==> config.mk <==
export PLATFORM = sky130hd
export DESIGN_NAME = serial_rx8
export DESIGN_NICKNAME = d
export VERILOG_FILES = /design/src/rtl/serial_pkg.sv /design/src/rtl/sync2.sv /design/src/rtl/serial_rx8.sv
export SDC_FILE = /design/constraint.sdc
export NUM_CORES = 1
export LEC_CHECK = 0
export BUFFER_PORTS_ARGS = -buffer_cell sky130_fd_sc_hd__clkbuf_2
export CAP_MARGIN = 15
export CORE_ASPECT_RATIO = 1.4
export CORE_MARGIN = 1
export CORE_UTILIZATION = 40
export CTS_CLUSTER_SIZE = 10
export DETAILED_ROUTE_END_ITERATION = 16
export GPL_ROUTABILITY_DRIVEN = 1
export PLACE_DENSITY = 0.56
export SLEW_MARGIN = 10
export SYNTH_ARGS = -nofsm -noshare
export SYNTH_HDL_FRONTEND = slang
export SYNTH_SLANG_ARGS = --single-unit
export TNS_END_PERCENT = 5
==> constraint.sdc <==
create_clock -name CLK -period 2.36 [get_ports CLK]
set_input_delay 0.472 -clock CLK [delete_from_list [all_inputs] [get_ports CLK]]
set_output_delay 0.472 -clock CLK [all_outputs]
set_load 0.005 [all_outputs]
==> src/rtl/serial_pkg.sv <==
// Shared constants for the serial receive path: FSM state encoding,
// default bit period and 8N1 frame geometry.
package serial_pkg;

  typedef enum logic [2:0] {
    ST_IDLE  = 3'd0,
    ST_START = 3'd1,
    ST_DATA  = 3'd2,
    ST_STOP  = 3'd3,
    ST_BREAK = 3'd4
  } state_e;

  localparam int unsigned DEFAULT_CLKS_PER_BIT = 16;
  localparam int unsigned DATA_BITS            = 8;
  localparam int unsigned STOP_BITS            = 1;

endpackage : serial_pkg

==> src/rtl/sync2.sv <==
// Two-flop synchronizer for asynchronous inputs; both stages reset to a
// configurable value so an idle line never looks active out of reset.
module sync2 #(
  parameter int unsigned      WIDTH     = 1,
  parameter logic [WIDTH-1:0] RESET_VAL = '1
) (
  input  logic             clk_i,
  input  logic             rst_i,
  input  logic [WIDTH-1:0] d_i,
  output logic [WIDTH-1:0] q_o
);

  logic [WIDTH-1:0] meta_q;
  logic [WIDTH-1:0] sync_q;

  // NOTE: non-blocking assignments make each flop capture the pre-edge value
  // of its source, which is what turns this into a two-stage pipeline.
  always_ff @(posedge clk_i or posedge rst_i) begin
    if (rst_i) begin
      meta_q <= RESET_VAL;
      sync_q <= RESET_VAL;
    end else begin
      meta_q <= d_i;
      sync_q <= meta_q;
    end
  end

  assign q_o = sync_q;

endmodule : sync2

==> src/rtl/serial_rx8.sv <==
// 8N1 serial receiver: mid-bit sampling FSM that assembles a byte and pulses
// LOAD for good frames or FRAME_ERR when the stop bit samples low.
module serial_rx8
  import serial_pkg::*;
#(
  parameter int unsigned CLKS_PER_BIT = DEFAULT_CLKS_PER_BIT
) (
  input  logic                 CLK,
  input  logic                 RESET,
  input  logic                 RX,
  output logic [DATA_BITS-1:0] DATA_OUT,
  output logic                 LOAD,
  output logic                 FRAME_ERR,
  output logic                 BUSY
);

  localparam int unsigned CW = $clog2(CLKS_PER_BIT);
  localparam int unsigned IW = $clog2(DATA_BITS);
  localparam logic [CW-1:0] CNT_LAST = CW'(CLKS_PER_BIT - 1);
  localparam logic [CW-1:0] CNT_HALF = CW'(CLKS_PER_BIT / 2 - 1);
  localparam logic [IW-1:0] IDX_LAST = IW'(DATA_BITS - 1);

  if ((CLKS_PER_BIT < 4) || (CLKS_PER_BIT % 2 != 0)) begin : g_bad_clks_per_bit
    $error("serial_rx8: CLKS_PER_BIT must be even and >= 4");
  end

  logic rs;

  sync2 #(
    .WIDTH    (1),
    .RESET_VAL(1'b1)
  ) u_rx_sync (
    .clk_i(CLK),
    .rst_i(RESET),
    .d_i  (RX),
    .q_o  (rs)
  );

  state_e               state_q, state_d;
  logic [CW-1:0]        cnt_q,   cnt_d;
  logic [IW-1:0]        idx_q,   idx_d;
  logic [DATA_BITS-1:0] shift_q, shift_d;
  logic [DATA_BITS-1:0] data_q,  data_d;
  logic                 load_q,  load_d;
  logic                 ferr_q,  ferr_d;

  always_ff @(posedge CLK or posedge RESET) begin
    if (RESET) begin
      state_q <= ST_IDLE;
      cnt_q   <= '0;
      idx_q   <= '0;
      shift_q <= '0;
      data_q  <= '0;
      load_q  <= 1'b0;
      ferr_q  <= 1'b0;
    end else begin
      state_q <= state_d;
      cnt_q   <= cnt_d;
      idx_q   <= idx_d;
      shift_q <= shift_d;
      data_q  <= data_d;
      load_q  <= load_d;
      ferr_q  <= ferr_d;
    end
  end

  // NOTE: every signal gets a default before the case so no path leaves one
  // unassigned, which would otherwise infer a latch.
  always_comb begin
    state_d = state_q;
    cnt_d   = cnt_q + CW'(1);
    idx_d   = idx_q;
    shift_d = shift_q;
    data_d  = data_q;
    load_d  = 1'b0;
    ferr_d  = 1'b0;

    unique case (state_q)
      ST_IDLE: begin
        cnt_d = '0;
        if (!rs) state_d = ST_START;
      end
      ST_START: begin
        // Half a bit in: a still-low line is a real start bit, high was a glitch.
        if (cnt_q == CNT_HALF) begin
          cnt_d   = '0;
          idx_d   = '0;
          state_d = rs ? ST_IDLE : ST_DATA;
        end
      end
      ST_DATA: begin
        if (cnt_q == CNT_LAST) begin
          cnt_d   = '0;
          shift_d = {rs, shift_q[DATA_BITS-1:1]};
          idx_d   = idx_q + IW'(1);
          if (idx_q == IDX_LAST) state_d = ST_STOP;
        end
      end
      ST_STOP: begin
        if (cnt_q == CNT_LAST) begin
          cnt_d = '0;
          if (rs) begin
            data_d  = shift_q;
            load_d  = 1'b1;
            state_d = ST_IDLE;
          end else begin
            ferr_d  = 1'b1;
            state_d = ST_BREAK;
          end
        end
      end
      ST_BREAK: begin
        // A held-low line stays here so it reports one error, not one per frame time.
        cnt_d = '0;
        if (rs) state_d = ST_IDLE;
      end
      default: begin
        cnt_d   = '0;
        state_d = ST_IDLE;
      end
    endcase
  end

  assign DATA_OUT  = data_q;
  assign LOAD      = load_q;
  assign FRAME_ERR = ferr_q;
  assign BUSY      = (state_q != ST_IDLE);

endmodule : serial_rx8

==> impl_metrics.env <==
export IMPL_p_int_uw=1050
export IMPL_ctsLongestPathBuffers=2
export IMPL_fin_area_um2=1540
export IMPL_overflow=0
export IMPL_placed_cell_area_um2=1430
export IMPL_start_util=0.422
export IMPL_gp_congestion=0.787
export IMPL_power_frac_comb=0.198
export IMPL_required_ns=2.52
export IMPL_ys_types=33
export IMPL_rsz0062_at_grt="false"
export IMPL_maxCapViolations=0
export IMPL_nFillCells=300
export IMPL_postSynthAreaPerCell_um2=13.6
export IMPL_hold_violations=0
export IMPL_wl_per_cell_um=14.5
export IMPL_die_w_um=50.8
export IMPL_ff_latch_area_um2=753
export IMPL_synth_area_um2=1330
export IMPL_clk_pin_slew_ns=0.07
export IMPL_slew_headroom=0.585
export IMPL_dieArea_um2=3570
export IMPL_ys_ff_latch=30
export IMPL_dp_hpwl_mm=1.57
export IMPL_grt_max_degree=18
export IMPL_grt_pass1_wl_mm=3.94
export IMPL_dr_first_iter_drc_count=17
export IMPL_worstSetupEndpointType="flip-flop"
export IMPL_cp_arrival_ns=2.02
export IMPL_outcome="completed"
export IMPL_worstSkewPairLatency_ns=0.28
export IMPL_finalSetupTns_ns=0
export IMPL_io_pins=14
export IMPL_antenna_found_initial=0
export IMPL_worst_slew_pin_slew_ns=0.622
export IMPL_fin_nets=121
export IMPL_cts_htree_levels=2
export IMPL_core_um2=3150
export IMPL_hold_path_class="in -> async"
export IMPL_p_clk_frac=0.333
export IMPL_cts_resized=0
export IMPL_power_switching_uw=453
export IMPL_switching_share=0.301
export IMPL_slew_violations=0
export IMPL_ant_nets=0
export IMPL_drive_above_1_share=0.414
export IMPL_syn_nets=104
export IMPL_power_leakage_uw=0.000767
export IMPL_drcViolationCount=0
export IMPL_io_buffer_count=13
export IMPL_syn_inst=98
export IMPL_cp_start_kind="flip-flop"
export IMPL_multi_input_area_um2=529
export IMPL_root_buffer="clkbuf_8"
export IMPL_cts_hold_buf=0
export IMPL_gr_usage_all_layers=0.153
export IMPL_path_cells="ha_1 > nand4b_4 > nor3_4 > mux2_2"
export IMPL_cts_tree="yes"
export IMPL_yosys_warnings=0
export IMPL_grt_pass1_vias=836
export IMPL_via_per_inst=5.04
export IMPL_critPathMaxFanout=9
export IMPL_cellPowerDensity_nw_per_um2=980
export IMPL_pwr_share_seq=0.470
export IMPL_worst_path_max_delay_cell="nor3_4"
export IMPL_cts_made_buffers=5
export IMPL_wl_mm=2.24
export IMPL_ir_drop_uv=846
export IMPL_finalSetupViolations=0
export IMPL_period_needed_ns=1.86
export IMPL_die_y_um=70.3
export IMPL_dr_pass1_iters=4
export IMPL_slowest_delay_ns=0.46
export IMPL_fmax_mhz=537
export IMPL_fin_crit_sh=0.788
export IMPL_clock_sinks=30
export IMPL_route_vias_total=781
export IMPL_crit_type="reg -> reg"
export IMPL_areaGrowthSynthToFinish_pct=15.3
export IMPL_fin_skew_ns=0.00893
export IMPL_n_antenna_cell=0
export IMPL_fp_row_count=24
export IMPL_cts_setup_buffers=0
export IMPL_seq_area_frac_synth=0.566
-- Yosys cell counts (all sizes together) --
library cell,number,area share
dfrtp,28,0.53
mux2,17,0.15
nand2,6,0.017
buf,4,0.022
inv,4,0.011
nor3,4,0.023
a21oi,3,0.011
ha,3,0.028
nor3b,3,0.025
a211oi,2,0.021
dfstp,2,0.039
mux2i,2,0.015
nand3,2,0.0075
nand3b,2,0.011
nor2,2,0.0056
nor2b,2,0.0094
xnor2,2,0.013
a22oi,1,0.0056
and3,1,0.0047
clkbuf,1,0.0038
nand4b,1,0.018
o21a,1,0.0056
o22ai,1,0.0047
or2,1,0.0047
or3,1,0.0047
or3b,1,0.0085
xor2,1,0.0066
-- cell families after synthesis --
logic type	after synthesis	synth area share
AO/OA/AOI/OAI	8	0.0479
adder cells (fa/ha/maj)	3	0.0282
XOR/XNOR	3	0.0197
AND/OR/NAND/NOR	26	0.140
buffers and inverters	9	0.0366
multiplexers	19	0.162
flip-flops	30	0.566
-- registers in the layout, indices dropped and copies added, names as in the netlist --
register and flops:
FRAME_ERR 1, cnt_q 4, u_rx_sync.meta_q 1, idx_q 3
DATA_OUT 8, shift_q 8, LOAD 1, state_q 3
u_rx_sync.q_o 1
-- power groups by stage --
stage | logic (uW) | registers (uW) | clock network (uW)
after global placement | 288 | 708 | 0
after global routing | 336 | 720 | 537
after CTS | 304 | 706 | 512
after floorplan | 357 | 621 | 0
after detailed placement | 303 | 715 | 0
final | 298 | 707 | 501
-- final cells by class --
| type | instances | area share |
|---|---|---|
| clock buffers | 5 | 0.0448 |
| clock inverters | 3 | 0.0261 |
| inverters | 4 | 0.00978 |
| multi-input cells | 59 | 0.345 |
| flip-flops and latches | 30 | 0.491 |
| well taps | 39 | 0.0318 |
| repair buffers | 15 | 0.0522 |
-- layer usage --
metal,track usage,wire length [um]
met4,0.0648,35
met5,0,0
met2,0.255,1180
met3,0.0523,79
met1,0.176,943
-- per-stage QoR --
stage	instances	util	power [uW]	setup WS, ns	hold WS [ns]
finish	155	0.487	1510	0.499	0.239
global route	155	0.487	1590	0.376	0.267
CTS	155	0.487	1520	0.460	0.261
detailed placement	147	0.452	1020	0.487	0.356
global placement	147	0.452	996	0.534	0.345
floorplan	98	-	978	0.713	0.345
-- layout by cell type (no fill, tap or decap), drive strengths merged, types with 3 or more instances in the layout --
cell and instances:
dfrtp 28, clkbuf 18, mux2 17, nor3b 3, nand2 6, inv 4, ha 3, a21oi 3
nor3 4
-- worst max-delay path: cells and delay by family (launching register included) --
family                   cells  cell delay, ns
AND/OR/NAND/NOR              2            0.64
multiplexers                 1            0.39
adder cells (fa/ha/maj)      1            0.33
flip-flops                   1            0.38
-- final timing paths --
kind                                   from               end  slack, ns  depth (start not counted)
max                                cnt_q[0]       DATA_OUT[5]       0.50                          4
min                                   RESET          cnt_q[0]       0.24                          2
max reg2reg                        cnt_q[0]       DATA_OUT[5]       0.50                          4
min reg2reg                u_rx_sync.meta_q     u_rx_sync.q_o       0.36                          0
max in group asynchronous             RESET          idx_q[0]       1.50                          3
min in group CLK                         RX  u_rx_sync.meta_q       0.28                          1
(Power assumes the default switching activity.)
